===== src/rtl/dll_shift_decoder_pkg.sv =====
// Shared DLL normalized-number constants and the position clamp helper.
// Used by the shift decoder; the priority encoder uses the same widths.
package dll_shift_decoder_pkg;

  localparam int DLL_POS_WIDTH   = 5;
  localparam int DLL_VALUE_WIDTH = 19;
  localparam int DLL_POS_MIN     = 7;
  localparam int DLL_MANT_WIDTH  = 6;
  // Guard bits below bit 0 let the x4 coarse shift round down without losing bits
  localparam int DLL_GUARD_BITS  = 3;
  localparam int DLL_SHIFT_WIDTH = 6;

  typedef struct packed {
    logic [DLL_POS_WIDTH-1:0] pos;
    logic                     sat;
    logic                     clamp;
  } pos_info_t;

  function automatic pos_info_t dll_clamp_pos(
    input logic [DLL_POS_WIDTH-1:0] pos,
    input logic [DLL_POS_WIDTH-1:0] lo,
    input logic [DLL_POS_WIDTH-1:0] hi
  );
    pos_info_t r;
    r.sat   = (pos > hi);
    r.clamp = (pos < lo);
    if (r.sat) begin
      r.pos = hi;
    end else if (r.clamp) begin
      r.pos = lo;
    end else begin
      r.pos = pos;
    end
    return r;
  endfunction

endpackage


===== src/rtl/dll_shift_decoder_shift_stage.sv =====
// Registered signed shifter: left for positive shift, right for negative,
// shift amount counted in units of GRAN bits; output keeps the top OUT_W bits.
module dll_shift_stage #(
  parameter int WIDTH = 22,
  parameter int OUT_W = 22,
  parameter int GRAN  = 1,
  parameter int SH_W  = 4
) (
  input  logic                   clk,
  input  logic                   reset_n,
  input  logic                   load,
  input  logic [WIDTH-1:0]       in_data,
  input  logic signed [SH_W-1:0] in_shift,
  output logic [OUT_W-1:0]       out_data
);

  logic [SH_W-1:0]  mag_s;
  logic [7:0]       amt_s;
  logic [WIDTH-1:0] shifted_s;

  // Magnitude/direction decode and the shift itself
  always_comb begin
    if (in_shift[SH_W-1]) begin
      mag_s = $unsigned(-in_shift);
    end else begin
      mag_s = $unsigned(in_shift);
    end
    amt_s = 8'(mag_s) * 8'(GRAN);
    if (in_shift[SH_W-1]) begin
      shifted_s = in_data >> amt_s;
    end else begin
      shifted_s = in_data << amt_s;
    end
  end

  // Result register, loaded only when the pipeline stage advances
  always_ff @(posedge clk or negedge reset_n) begin
    if (!reset_n) begin
      out_data <= '0;
    end else if (load) begin
      out_data <= OUT_W'(shifted_s >> (WIDTH - OUT_W));
    end
  end

endmodule


===== src/rtl/dll_shift_decoder.sv =====
// Two-stage valid/ready decoder rebuilding a DLL magnitude from mantissa + position.
// Define DLL_DEC_ROUND_EN to add a half-LSB reconstruction bias below the mantissa.
module dll_shift_decoder
  import dll_shift_decoder_pkg::*;
#(
  parameter int MANT_WIDTH = DLL_MANT_WIDTH,
  parameter int OUT_WIDTH  = DLL_VALUE_WIDTH,
  parameter int POS_MIN    = DLL_POS_MIN
) (
  input  logic                     clk,
  input  logic                     reset_n,
  input  logic                     in_valid,
  output logic                     in_ready,
  input  logic [MANT_WIDTH-1:0]    in_mant,
  input  logic [DLL_POS_WIDTH-1:0] in_pos,
  output logic                     out_valid,
  input  logic                     out_ready,
  output logic [OUT_WIDTH-1:0]     out_value,
  output logic                     out_sat,
  output logic                     out_clamp
);

  localparam int WORD_W = OUT_WIDTH + DLL_GUARD_BITS;
`ifdef DLL_DEC_ROUND_EN
  localparam logic RND_BIT = 1'b1;
`else
  localparam logic RND_BIT = 1'b0;
`endif

  pos_info_t                   pinfo_s;
  logic signed [DLL_SHIFT_WIDTH-1:0] shift_s;
  logic [WORD_W-1:0]           coarse_in_s;
  logic signed [3:0]           coarse_sh_s;
  logic [1:0]                  fine_sh_s;
  logic [WORD_W-1:0]           coarse_q_s;
  logic                        s1_valid_r;
  logic [1:0]                  s1_fine_r;
  logic                        s1_sat_r;
  logic                        s1_clamp_r;
  logic                        s2_adv_s;
  logic                        s2_load_s;
  logic                        accept_s;

  assign s2_adv_s  = !out_valid || out_ready;
  assign s2_load_s = s2_adv_s && s1_valid_r;
  assign in_ready  = !s1_valid_r || s2_adv_s;
  assign accept_s  = in_valid && in_ready;

  // Clamp position and split the signed shift; saturation injects an all-ones word
  always_comb begin
    pinfo_s = dll_clamp_pos(in_pos, DLL_POS_WIDTH'(POS_MIN), DLL_POS_WIDTH'(OUT_WIDTH - 1));
    shift_s = signed'(DLL_SHIFT_WIDTH'(pinfo_s.pos)) - signed'(DLL_SHIFT_WIDTH'(MANT_WIDTH - 1));
    if (pinfo_s.sat) begin
      coarse_in_s = '1;
      coarse_sh_s = 4'sd0;
      fine_sh_s   = 2'd0;
    end else begin
      // Mantissa sits above the guard bits; the rounding bit rides just below its LSB
      coarse_in_s = WORD_W'({in_mant, RND_BIT, 2'b00});
      coarse_sh_s = shift_s[5:2];
      fine_sh_s   = shift_s[1:0];
    end
  end

  dll_shift_stage #(
    .WIDTH (WORD_W),
    .OUT_W (WORD_W),
    .GRAN  (4),
    .SH_W  (4)
  ) u_coarse (
    .clk      (clk),
    .reset_n  (reset_n),
    .load     (accept_s),
    .in_data  (coarse_in_s),
    .in_shift (coarse_sh_s),
    .out_data (coarse_q_s)
  );

  dll_shift_stage #(
    .WIDTH (WORD_W),
    .OUT_W (OUT_WIDTH),
    .GRAN  (1),
    .SH_W  (3)
  ) u_fine (
    .clk      (clk),
    .reset_n  (reset_n),
    .load     (s2_load_s),
    .in_data  (coarse_q_s),
    .in_shift (signed'({1'b0, s1_fine_r})),
    .out_data (out_value)
  );

  // Stage-1 valid and side-band registers
  always_ff @(posedge clk or negedge reset_n) begin
    if (!reset_n) begin
      s1_valid_r <= 1'b0;
      s1_fine_r  <= 2'd0;
      s1_sat_r   <= 1'b0;
      s1_clamp_r <= 1'b0;
    end else begin
      if (in_ready) begin
        s1_valid_r <= in_valid;
      end
      if (accept_s) begin
        s1_fine_r  <= fine_sh_s;
        s1_sat_r   <= pinfo_s.sat;
        s1_clamp_r <= pinfo_s.clamp;
      end
    end
  end

  // Output valid and flag registers, held while downstream stalls
  always_ff @(posedge clk or negedge reset_n) begin
    if (!reset_n) begin
      out_valid <= 1'b0;
      out_sat   <= 1'b0;
      out_clamp <= 1'b0;
    end else begin
      if (s2_adv_s) begin
        out_valid <= s1_valid_r;
      end
      if (s2_load_s) begin
        out_sat   <= s1_sat_r;
        out_clamp <= s1_clamp_r;
      end
    end
  end

endmodule


===== config.mk =====
export PLATFORM = sky130hd
export DESIGN_NAME = dll_shift_decoder
export DESIGN_NICKNAME = d
export VERILOG_FILES = /design/src/rtl/dll_shift_decoder_pkg.sv /design/src/rtl/dll_shift_decoder_shift_stage.sv /design/src/rtl/dll_shift_decoder.sv
export SDC_FILE = /design/constraint.sdc
export NUM_CORES = 1
export LEC_CHECK = 0
export ABC_AREA = 1
export BUFFER_PORTS_ARGS = -buffer_cell sky130_fd_sc_hd__buf_2
export CAP_MARGIN = 20
export CORE_ASPECT_RATIO = 1.5
export CORE_MARGIN = 4
export CORE_UTILIZATION = 35
export DETAILED_ROUTE_END_ITERATION = 8
export PLACE_DENSITY = 0.58
export SLEW_MARGIN = 20
export SYNTH_ARGS = -nofsm -noshare
export SYNTH_HDL_FRONTEND = slang
export SYNTH_SLANG_ARGS = --single-unit

===== constraint.sdc =====
create_clock -name clk -period 1.7 [get_ports clk]
set_input_delay 0.085 -clock clk [delete_from_list [all_inputs] [get_ports clk]]
set_output_delay 0.085 -clock clk [all_outputs]
set_load 0.02 [all_outputs]

==> flow_metrics.env <==
export IMPL_area_growth_pct=17.9
export IMPL_drive_gt1_share_pct=21.4
export IMPL_crit_path_end_kind="flop"
export IMPL_cts_resized=0
export IMPL_max_freq_mhz=692
export IMPL_grt_usage_pct=14.0
export IMPL_hp_class="in -> reg"
export IMPL_synth_area_um2=2490
export IMPL_cts_buffers=5
export IMPL_finalWirelength_mm=5.57
export IMPL_rsz0062_at_grt="false"
export IMPL_crit_slowest_cell="dfrtp_1"
export IMPL_synth_largest_area_cell="dfrtp_1"
export IMPL_slew_limit_headroom_pct=60.8
export IMPL_crit_top_cell="nand2_1"
export IMPL_initial_core_util_pct=36.0
export IMPL_synth_top_family_by_area="simple AND/OR/NAND/NOR gates"
export IMPL_drt_initial_drc_count=113
export IMPL_cts_tree="done"
export IMPL_crit_buf_inv=1
export IMPL_synth_mux_area_share_pct=4.43
export IMPL_synthAdderAreaFrac_pct=0
export IMPL_post_cts_buffers=0
export IMPL_fp_dieW_um=76.8
export IMPL_holdWs_ns=0.0504
export IMPL_synth_xor_area_share_pct=0
export IMPL_hold_violations=0
export IMPL_maxSlewViolCount=0
export IMPL_die_h_um=111
export IMPL_crit_required_ns=1.90
export IMPL_setup_viol=0
export IMPL_grt_overflow=0
export IMPL_path_class="reg -> reg"
export IMPL_cts_sinks=49
export IMPL_route_detailed_drc=0
export IMPL_path_max_fanout=21
export IMPL_yosys_area_share_simple_pct=23.3
export IMPL_syn_nets=313
export IMPL_pin_count=38
export IMPL_clk_pin_slew_worst_paths_ns=0.09
export IMPL_peakVddDrop_mv=0.343
export IMPL_antenna_found_initial=0
export IMPL_synth_cell_types=26
export IMPL_skew_ns=0.00558
export IMPL_syn_inst=298
export IMPL_fin_nets=356
export IMPL_num_rows=37
export IMPL_ys_seq_area_share_pct=49.3
export IMPL_cp_start_kind="flop"
export IMPL_p_leak_nw=1.46
export IMPL_clock_latency_ns=0.30
export IMPL_avgSynthCellArea_um2=8.34
export IMPL_place_congestion=0.872
export IMPL_synth_warnings=0
export IMPL_coreArea_um2=6900
export IMPL_p_per_area_nw_per_um2=1300
export IMPL_timing_setup_tns_ns=0
export IMPL_synthTopCellsByArea="dfrtp_1, nand2_1, o21ai_0, o22a_1, mux2i_1"
export IMPL_fin_total_pwr_mw=3.82
export IMPL_vias=2086
export IMPL_cpPeakStageDelay_ns=0.39
export IMPL_maxCapViolCount=0
export IMPL_dp_final_hpwl_mm=4.33
export IMPL_cts_htree_levels=2
export IMPL_grt_pass1_wl_mm=9.74
export IMPL_ys_seq_elements=49
export IMPL_synth_compound_area_share_pct=16.5
export IMPL_postRouteAntennaNets=0
export IMPL_crit_chain="nand2_1, nand2_1, inv_1, o21ai_0, o22a_1"
export IMPL_finalCritPeriodShare_pct=85.0
export IMPL_synth_top_cell_area_share_pct=49.3
export IMPL_critPathTopFamily="compound AO/OA/AOI/OAI gates"
export IMPL_cp_arrival_ns=1.65
export IMPL_wl_per_cell_um=13.3
export IMPL_grt_pass1_vias=2047
export IMPL_drtPass1Iterations=4
export IMPL_rrSetupSlack_ns=0.25
export IMPL_grt_max_degree=30
export IMPL_vias_per_cell=4.98
export IMPL_worst_slew_pin_slew_ns=0.588
export IMPL_status="finished clean"
export IMPL_fin_crit_ns=1.45
export IMPL_clockBufferDepth=2
export IMPL_clock_root_buffer="clkbuf_8"
export IMPL_port_buffers=37
export IMPL_die_area_um2=8540
export IMPL_diodes=0
-- worst reg2reg max path, stage by stage (launching register included) --
cell     delay, ns
dfrtp_1       0.39
nand2_1       0.09
nand2_1       0.06
inv_1         0.39
o21ai_0       0.22
o22a_1        0.19
-- layer usage --
metal / track usage [%] / vias to the layer above / wire [um]
met2: 23.3 / 43 / 2740
li1: - / 1071 / -
met4: 5.80 / 0 / 110
met1: 17.4 / 965 / 2480
met3: 3.01 / 7 / 232
met5: 0 / - / 0
-- state kept, by name (all words and copies together), names as in the netlist --
name,count
s1_sat_r,1
s1_clamp_r,1
u_coarse.out_data,22
s1_fine_r,2
out_sat,1
out_clamp,1
s1_valid_r,1
u_fine.out_data,19
out_valid,1
-- per-stage QoR --
| stage | setup slack, ns | util (%) | cells | area [um^2] |
|---|---|---|---|---|
| 3_5_place_dp | 0.239 | 40.8 | 411 | 2820 |
| 2_1_floorplan | 0.136 | - | 298 | 2490 |
| 3_3_place_gp | 0.234 | 40.8 | 411 | 2820 |
| 6_report | 0.254 | 42.5 | 419 | 2930 |
| 4_1_cts | 0.224 | 42.5 | 419 | 2930 |
| 5_1_grt | 0.0321 | 42.5 | 419 | 2930 |
-- final timing paths --
kind / from / endpoint / cells past startpoint
min in group asynchronous: reset_n / u_fine.out_data[13]$_DFFE_PN0P_ / 2
worst max register to register: out_valid$_DFFE_PN0P_ / u_fine.out_data[13]$_DFFE_PN0P_ / 5
max in group asynchronous: reset_n / s1_clamp_r$_DFFE_PN0P_ / 3
worst min register to register: u_fine.out_data[18]$_DFFE_PN0P_ / u_fine.out_data[18]$_DFFE_PN0P_ / 2
worst max-delay path: out_valid$_DFFE_PN0P_ / u_fine.out_data[13]$_DFFE_PN0P_ / 5
worst min-delay path: out_ready / out_valid$_DFFE_PN0P_ / 4
-- cell families after synthesis --
family,after synthesis
compound gates,67
simple gates,130
flops,49
mux,11
buf+inv,41
-- synthesized netlist by cell type --
cell type	number
nand2_1	77
dfrtp_1	49
o21ai_0	34
inv_1	26
nor2_1	23
o22a_1	13
mux2i_1	11
nand3_1	10
a21oi_1	9
clkbuf_1	6
buf_2	5
nand4_1	5
nand2_4	4
nor2_2	4
o22ai_1	4
o21ai_1	3
or2_2	3
nand2_2	2
nand3_2	2
o211ai_1	2
buf_1	1
clkinv_1	1
inv_2	1
inv_4	1
o21ai_2	1
o21ai_4	1
-- where the power goes --
group	internal (mW)	switching [mW]
clock network	0.428	0.388
registers	1.47	0.170
logic	0.507	0.853
total	2.41	1.41
-- timing repair --
action | 4_1_cts | 5_1_grt
endpoints found under the hold margin | 24 | 0
hold buffers | 1 | 0
endpoints found under the setup margin | 0 | 0
-- cell type report --
class | count | area [um^2]
tap | 78 | 97.6
fill | 708 | 3970
timing repair buffer | 48 | 295
inverter | 29 | 111
sequential | 49 | 1230
multi-input combinational | 208 | 1100
clock inverter | 2 | 35.0
clock buffer | 5 | 68.8
-- cells in the final DEF, fill, tap and decap left out, types with 2 or more instances in the layout --
cell and count:
nor2_2 4, nand3_2 2, or2_2 3, nand4_1 5, nand2_4 4, nor2_1 23, o21ai_0 34, dfrtp_1 49
inv_1 26, o21ai_1 3, nand2_1 77, a21oi_1 9, buf_4 8, o211ai_1 2, clkbuf_8 5, nand2_2 2
buf_2 37, mux2i_1 11, nand3_1 10, o22a_1 13, o22ai_1 4, buf_12 2
Note: power is estimated with default switching activity, not from simulation.
